`src/rtl/quadtest_cpu_oci_trace_capture.sv`:
```
// Trace capture FIFO for the OCI debug path.
// Captures {dct_count, dct_buffer} words while enabled, presents them
// first-word-fall-through to a consumer, and drains to a sticky "ended"
// state when a test-ending request arrives.
//
// Ports:
//   clk, reset_n      clock, asynchronous active-low reset
//   dct_buffer        trace data word (ENTRY_W)
//   dct_count         valid-item count qualifying dct_buffer (COUNT_W)
//   dct_valid         dct_buffer/dct_count valid this cycle
//   capture_en        level enable for capture
//   test_ending       request to stop capture and drain
//   rd_ready          consumer accepts rd_data
//   rd_data           head entry {count, buffer}
//   rd_valid          FIFO not empty
//   fill_level        occupancy, 0..DEPTH
//   overflow_cnt      dropped/overwritten entries, saturating
//   test_has_ended    drain complete, sticky until reset
module quadtest_cpu_oci_trace_capture #(
  parameter int unsigned ENTRY_W   = 30,
  parameter int unsigned COUNT_W   = 4,
  parameter int unsigned DEPTH     = 16,
  parameter int unsigned WRAP_MODE = 0
) (
  input  logic                       clk,
  input  logic                       reset_n,
  input  logic [ENTRY_W-1:0]         dct_buffer,
  input  logic [COUNT_W-1:0]         dct_count,
  input  logic                       dct_valid,
  input  logic                       capture_en,
  input  logic                       test_ending,
  input  logic                       rd_ready,
  output logic [COUNT_W+ENTRY_W-1:0] rd_data,
  output logic                       rd_valid,
  output logic [$clog2(DEPTH):0]     fill_level,
  output logic [15:0]                overflow_cnt,
  output logic                       test_has_ended
);

  localparam int unsigned AW     = $clog2(DEPTH);
  localparam int unsigned FILL_W = AW + 1;
  localparam int unsigned DATA_W = COUNT_W + ENTRY_W;
  localparam logic [FILL_W-1:0] FULL_LEVEL = FILL_W'(DEPTH);

  // One-hot so the ended flag is a single flop bit.
  typedef enum logic [3:0] {
    ST_IDLE    = 4'b0001,
    ST_CAPTURE = 4'b0010,
    ST_DRAIN   = 4'b0100,
    ST_ENDED   = 4'b1000
  } state_e;

  state_e state_q, state_d;

  logic              capture_active;
  logic [AW-1:0]     rd_ptr_q, wr_ptr_q;
  logic [FILL_W-1:0] fill_q, fill_d;
  logic [15:0]       ovf_q;
  logic [DATA_W-1:0] mem [DEPTH];

  logic full, push_req, pop, do_write, adv_rd, ovf_evt;

  // FIFO control: push/pop decisions and next occupancy.
  always_comb begin
    full     = (fill_q == FULL_LEVEL);
    push_req = capture_active & dct_valid & (dct_count != '0);
    pop      = (fill_q != '0) & rd_ready;
    do_write = 1'b0;
    adv_rd   = pop;
    ovf_evt  = 1'b0;
    fill_d   = fill_q;
    if (push_req && !pop && full) begin
      ovf_evt = 1'b1;
      // Overwrite: tail and head coincide when full, so writing and
      // advancing the head together discards the oldest entry.
      if (WRAP_MODE != 0) begin
        do_write = 1'b1;
        adv_rd   = 1'b1;
      end
    end else if (push_req) begin
      do_write = 1'b1;
      if (!pop) begin
        fill_d = fill_q + FILL_W'(1);
      end
    end else if (pop) begin
      fill_d = fill_q - FILL_W'(1);
    end
  end

  // State register.
  always_ff @(posedge clk or negedge reset_n) begin
    if (!reset_n) begin
      state_q <= ST_IDLE;
    end else begin
      state_q <= state_d;
    end
  end

  // Next-state logic; DRAIN ends on the edge the FIFO goes (or is) empty.
  always_comb begin
    state_d = state_q;
    case (state_q)
      ST_IDLE: begin
        if (test_ending) begin
          state_d = ST_DRAIN;
        end else if (capture_en) begin
          state_d = ST_CAPTURE;
        end
      end
      ST_CAPTURE: begin
        if (test_ending) begin
          state_d = ST_DRAIN;
        end else if (!capture_en) begin
          state_d = ST_IDLE;
        end
      end
      ST_DRAIN: begin
        if (fill_d == '0) begin
          state_d = ST_ENDED;
        end
      end
      ST_ENDED: begin
        state_d = ST_ENDED;
      end
      default: begin
        state_d = ST_IDLE;
      end
    endcase
  end

  // State decode.
  always_comb begin
    capture_active = 1'b0;
    test_has_ended = 1'b0;
    if (state_q == ST_CAPTURE) begin
      capture_active = 1'b1;
    end
    if (state_q == ST_ENDED) begin
      test_has_ended = 1'b1;
    end
  end

  // Pointers, occupancy and saturating overflow counter.
  always_ff @(posedge clk or negedge reset_n) begin
    if (!reset_n) begin
      rd_ptr_q <= '0;
      wr_ptr_q <= '0;
      fill_q   <= '0;
      ovf_q    <= '0;
    end else begin
      if (do_write) begin
        wr_ptr_q <= wr_ptr_q + AW'(1);
      end
      if (adv_rd) begin
        rd_ptr_q <= rd_ptr_q + AW'(1);
      end
      fill_q <= fill_d;
      if (ovf_evt && (ovf_q != 16'hFFFF)) begin
        ovf_q <= ovf_q + 16'd1;
      end
    end
  end

  // Storage array; contents are meaningless while the FIFO is empty.
  always_ff @(posedge clk) begin
    if (do_write) begin
      mem[wr_ptr_q] <= {dct_count, dct_buffer};
    end
  end

  assign rd_data      = mem[rd_ptr_q];
  assign rd_valid     = (fill_q != '0);
  assign fill_level   = fill_q;
  assign overflow_cnt = ovf_q;

endmodule

```
`config.mk`:
```
export PLATFORM = sky130hd
export DESIGN_NAME = quadtest_cpu_oci_trace_capture
export DESIGN_NICKNAME = d
export VERILOG_FILES = /design/src/rtl/quadtest_cpu_oci_trace_capture.sv
export SDC_FILE = /design/constraint.sdc
export NUM_CORES = 1
export LEC_CHECK = 0
export BUFFER_PORTS_ARGS = -buffer_cell sky130_fd_sc_hd__buf_4
export CORE_UTILIZATION = 40
export CTS_CLUSTER_DIAMETER = 200
export DETAILED_ROUTE_END_ITERATION = 12
export SETUP_SLACK_MARGIN = 0.02
export SYNTH_ARGS = -nofsm -noshare
export SYNTH_HDL_FRONTEND = slang
export SYNTH_SLANG_ARGS = --single-unit
```
`constraint.sdc`:
```
create_clock -name clk -period 7.2 [get_ports clk]
set_clock_uncertainty 0.2 [all_clocks]
set_input_delay 0.36 -clock clk [delete_from_list [all_inputs] [get_ports clk]]
set_output_delay 0.36 -clock clk [all_outputs]
set_load 0.05 [all_outputs]
```
Word level (Yosys, flattened, before mapping)
Memory sizes are Yosys's and may differ from the RTL's.
Index checks and enable logic that the tools add are counted.

storage, ports and cells
  bits in writable memories = 544
  flip-flop bits (word level) = 33
  memories kept = 1
  bits of input ports = 40
  output and inout port bits = 57
  logic and storage cells = 48

operators by class
  multiplexer cells = 17
  add/subtract/negate cells = 5
  bitwise gates (word level) = 3
  reductions and logical operators = 8
  equality and inequality tests = 9

memories
  name  words  width  read ports  clocked after Yosys merged registers in  wr ports  line  text
  mem   16     34     1           0                                        1         59    logic [DATA_W-1:0] mem [DEPTH];

operators with widths
  cell                                                                    count
  4-bit two-way mux                                                       5
  5-bit two-way mux                                                       4
  16-bit by 1-bit adder with 16-bit output (second input constant)        1
  16-bit inequality test (second input constant)                          1
  4-bit case mux with 4 select lines                                      1
  4-bit by 1-bit adder with 4-bit output (second input constant)          2
  1-bit two-way mux                                                       7
  3-bit inequality test (second input constant)                           2
  5-bit by 1-bit adder with 5-bit output (second input constant)          1
  5-bit equality test (second input constant)                             1
  5-bit zero test                                                         1
  5-bit nonzero test                                                      1
  5-bit by 1-bit subtractor with 5-bit output (second input constant)     1
  4-bit by 1-bit equality test with 1-bit output (second input constant)  1
  4-bit by 2-bit equality test with 1-bit output (second input constant)  1
  4-bit by 3-bit equality test with 1-bit output (second input constant)  1
  4-bit equality test (second input constant)                             1
  4-bit nonzero test                                                      1
  1-bit bitwise AND                                                       3
  1-bit logical AND                                                       3
  3-bit AND reduction                                                     1
  2-bit inequality test (second input constant)                           1
  1-bit zero test                                                         1

Depth between registers and ports, before layout
  depth after elaboration = 10
  gate-level depth with buffers = 8
  depth with buffers taken out = 8

Worst setup path after synthesis
OpenSTA, ideal clock, no wires.

  path kind = register -> register
  start = reg fill_q[0], in the netlist fill_level[0]
  end = mem mem[7][0] in the netlist's numbering, enable pin
  period minus slack after synthesis = 4.799 ns
  setup time = 0.468 ns
  cell stages (with the launch flop) = 9
  required time = 6.532 ns
  buffers on the path = 1
  arrival = 4.131 ns
  slack = 2.401 ns
  cell sequence = dfrtp_1 > inv_1 > ha_1 > nor3b_1 > or2b_2 > and2_1 > buf_2 > nand2_1 > nor3_1

between the ends
  cells in the longest elaborated chain, start to end = 8
  elaborated cells between the ends (all ways) = 9

RTL lines
  item                                       line  text
  from (decl)                                57    logic [FILL_W-1:0] fill_q, fill_d;
  from (signal assigned)                     157   fill_q <= fill_d;
  5-bit nonzero test                         67    pop = (fill_q != '0) & rd_ready;
  1-bit bitwise AND                          67
  1-bit zero test                            -
  1-bit logical AND                          72    if (push_req && !pop && full) begin
  1-bit logical AND *                        72
  1-bit two-way mux *                        72
  1-bit two-way mux *                        166   if (do_write) begin
  1-bit two-way mux (not written as such) *  167   mem[wr_ptr_q] <= {dct_count, dct_buffer};
  to (decl)                                  59

Mark *: on every way between the ends. The rest lies on a longest branch, timed or not.

Worst setup path in the final report
  start = reg rd_ptr_q[0]
  end = out rd_data[31]

between the ends
  cells in the longest elaborated chain, start to end = 1

RTL lines
  item                    line  text
  from (decl)             56    logic [AW-1:0] rd_ptr_q, wr_ptr_q;
  from (signal assigned)  155   rd_ptr_q <= rd_ptr_q + AW'(1);
  memory 16 x 34 bit      -
  to (decl)               33    output logic [COUNT_W+ENTRY_W-1:0] rd_data,

Every way passes these cells.

==> impl_metrics.csv <==
group,metric,value,unit
outcome,status,"finished clean",
timing,fin_setup_tns,0,ns
yosys,ys_ff_latch,577,
cts,h-tree-depth,2,
power,finalPower,9720,uW
detailed_routing,drt_iter0_markers,821,
global_route,antenna_found_initial,1,
timing,max_freq,0.238,GHz
timing,fin_crit_sh,58.3,%
detailed_routing,routedWlPerCell,24.0,um
yosys,synth_edf_count,544,
cts,cts_tree,"yes",
cts,clk_pin_slew,0.06,ns
setup_path,rr_endpoint,"mem[2][12]$_DFFE_PP_",
setup_path,cp.required,6.64,ns
global_route,grt_start_max_net_pins,116,
detailed_routing,drt-total-wl,45700,um
yosys,seq_area_frac_synth,77.2,%
die,std_cell_rows,86,
timing,relSlewSlack,11.2,%
yosys,synth_area,22200,sq um
placed_design,port-buffer-count,96,
die,die_x,238,um
setup_path,rrSetupSlack,3.22,ns
cells_and_area,syn_to_final_growth,17.3,%
timing,period_minus_slack,4.20,ns
cells_and_area,drive_above_1_share,33.6,%
detailed_routing,vias_per_cell,5.32,
setup_path,worstPathMaxFanout,115,
yosys,synth_nets,993,
yosys,ys.flop_type,"edfxtp_1",
global_route,grt_util_all_layers,16.7,%
yosys,synth_area_per_cell,23.5,sq um
global_route,grt_pass1_wl,69100,um
power,vdd_drop_max,310,uV
min_path,min_path_type,"input pin to asynchronous set/reset pin",
setup_path,critPathCaptureType,"primary output",
yosys,yosysWarnings,0,
detailed_routing,dr.pass1.iters,5,
power,p_leak,0.00836,uW
detailed_routing,drc,0,
placed_design,dp_hpwl,23900,um
die,die_h,238,um
setup_path,r2r_cells,5,
die,initial_core_util,40.4,%
cells_and_area,nets,1159,
run,drv_cap,0,
yosys,ys_types,47,
setup_path,r2r_start,"state_q[3]$_DFFE_PN0P_",
timing,maxSlewViolCount,0,
die,core-area,55000,sq um
power,p_per_area,373,nW/um^2
yosys,syn_inst,945,
yosys,async_flop_share,5.72,%
timing,worst_pin_slew,1.33,ns
cts,cts_buffers,59,
detailed_routing,ant_nets,0,
timing,finalHoldViolations,0,
global_route,overflow,0,
cts,cts.sinks,577,
global_route,grt_pass1_vias,10700,
cts,clockBufferDepth,3,
setup_path,cp-start-kind,"flop",
cts,clkLatencyLatePin,0.61,ns
setup_path,worst_ep_arrival_time,3.64,ns
setup_path,crit_type,"flop to primary output",
cts,cts_root_buffer,"clkbuf_16",
die,die_area,56500,sq um
die,io_pins,97,
timing,rsz0062_at_grt,"no",
detailed_routing,vias,10100,
cells_and_area,diodes,0,
placed_design,place.gp.congestion,0.725,
timing,finalSetupViolations,0,
synth_stat cells, drive strengths merged (2+ instances only):
cell type  number  area share (%)
a21oi           2           0.045
a31oi           2           0.056
and2           12            0.34
and3            5            0.15
buf            19            0.40
clkbuf         25            0.42
dfrtp          32             3.6
edfxtp        544              74
ha              8            0.45
inv             9            0.15
mux2            2            0.10
mux2i           4            0.18
mux4          170              17
nand2          19            0.32
nand3           9            0.20
nand4           6            0.17
nand4b          2           0.079
nor2           14            0.24
nor3            5            0.11
nor3b           2           0.068
nor4            2           0.056
nor4b           2           0.079
o21ai           4           0.090
or2b            2           0.079
or3             2           0.056
or4b            2            0.11
xnor2          23            0.91
xor2            2           0.079
area by class of cell:
type / count / area (sq um)
Clock buffer: 78 / 1550
Inverter: 9 / 33.8
Clock inverter: 27 / 229
Timing Repair Buffer: 149 / 1240
Fill cell: 4516 / 28900
Multi-Input combinational cell: 315 / 4900
Sequential cell: 577 / 17200
Tap cell: 748 / 936
metrics by stage:
stage	hold WS (ns)	utilization (%)	setup WS [ns]	cells	cell area, sq um
CTS	0.0170	47.4	2.87	1903	26100
global placement	0.141	43.5	3.37	1760	23900
floorplan	-0.136	-	2.40	945	22200
detailed placement	0.142	43.5	3.30	1760	23900
finish	0.0354	47.4	3.00	1903	26100
global route	0.0689	47.4	2.77	1903	26100
worst max-delay path: stages (launching register included):
cell and delay, ns:
dfrtp_4 0.76, buf_12 0.77, mux4_2 0.63, mux4_2 0.52, buf_4 0.22
metal layers:
layer	track usage, %	vias up	part of all wire (%)
li1	-	4350	-
met1	24.6	5472	47
met2	25.7	240	47
met3	3.10	57	5.0
met4	4.09	2	1.8
met5	0	-	0.018
kinds of logic after synthesis:
group / share of synthesized area (%)
compound gates: 0.580
xor+xnor: 0.985
fa+ha+maj: 0.450
buf+inv: 0.974
flops: 77.2
mux: 17.5
simple gates: 2.26
registers in the layout (all words and copies together), names as in the netlist:
name          flops
mem             544
overflow_cnt     16
state_q           4
fill_level        5
wr_ptr_q          4
rd_ptr_q          4
worst max path at each step:
stage / start / endpoint / cells past startpoint
after floorplan: fill_level[0]$_DFF_PN0_ / mem[7][0]$_DFFE_PP_ / 8
after global placement: state_q[2]$_DFFE_PN0P_ / mem[13][4]$_DFFE_PP_ / 6
after detailed placement: state_q[2]$_DFFE_PN0P_ / mem[2][5]$_DFFE_PP_ / 5
after CTS: rd_ptr_q[0]$_DFFE_PN0P_ / rd_data[29] / 4
after global routing: rd_ptr_q[0]$_DFFE_PN0P_ / rd_data[5] / 4
final: rd_ptr_q[0]$_DFFE_PN0P_ / rd_data[31] / 4
cells in the final DEF, fill, tap and decap left out, drive strengths merged, types with 6 or more instances in the layout:
cell type,count
ha,8
xnor2,23
clkinv,18
nand3,9
edfxtp,544
dfrtp,32
and2,12
mux4,170
inv,14
nor2,14
dlygate4sd3,38
nand4,6
buf,111
nand2,19
clkbuf,78
timing repair:
item | 4_1_cts | 5_1_grt
endpoints found under the setup margin | 0 | 0
endpoints found under the hold margin | 582 | 0
hold buffers | 38 | 0
buffers inserted | 0 | 0
gates resized for setup | 0 | 0
power breakdown:
group / leakage, uW / internal [uW] / total [uW] / switching [uW]
clock network: 0.000865 / 1620 / 2850 / 1230
logic: 0.00217 / 1300 / 2920 / 1620
registers: 0.00532 / 3730 / 3950 / 223
Note: power is estimated with default switching activity, not from simulation.
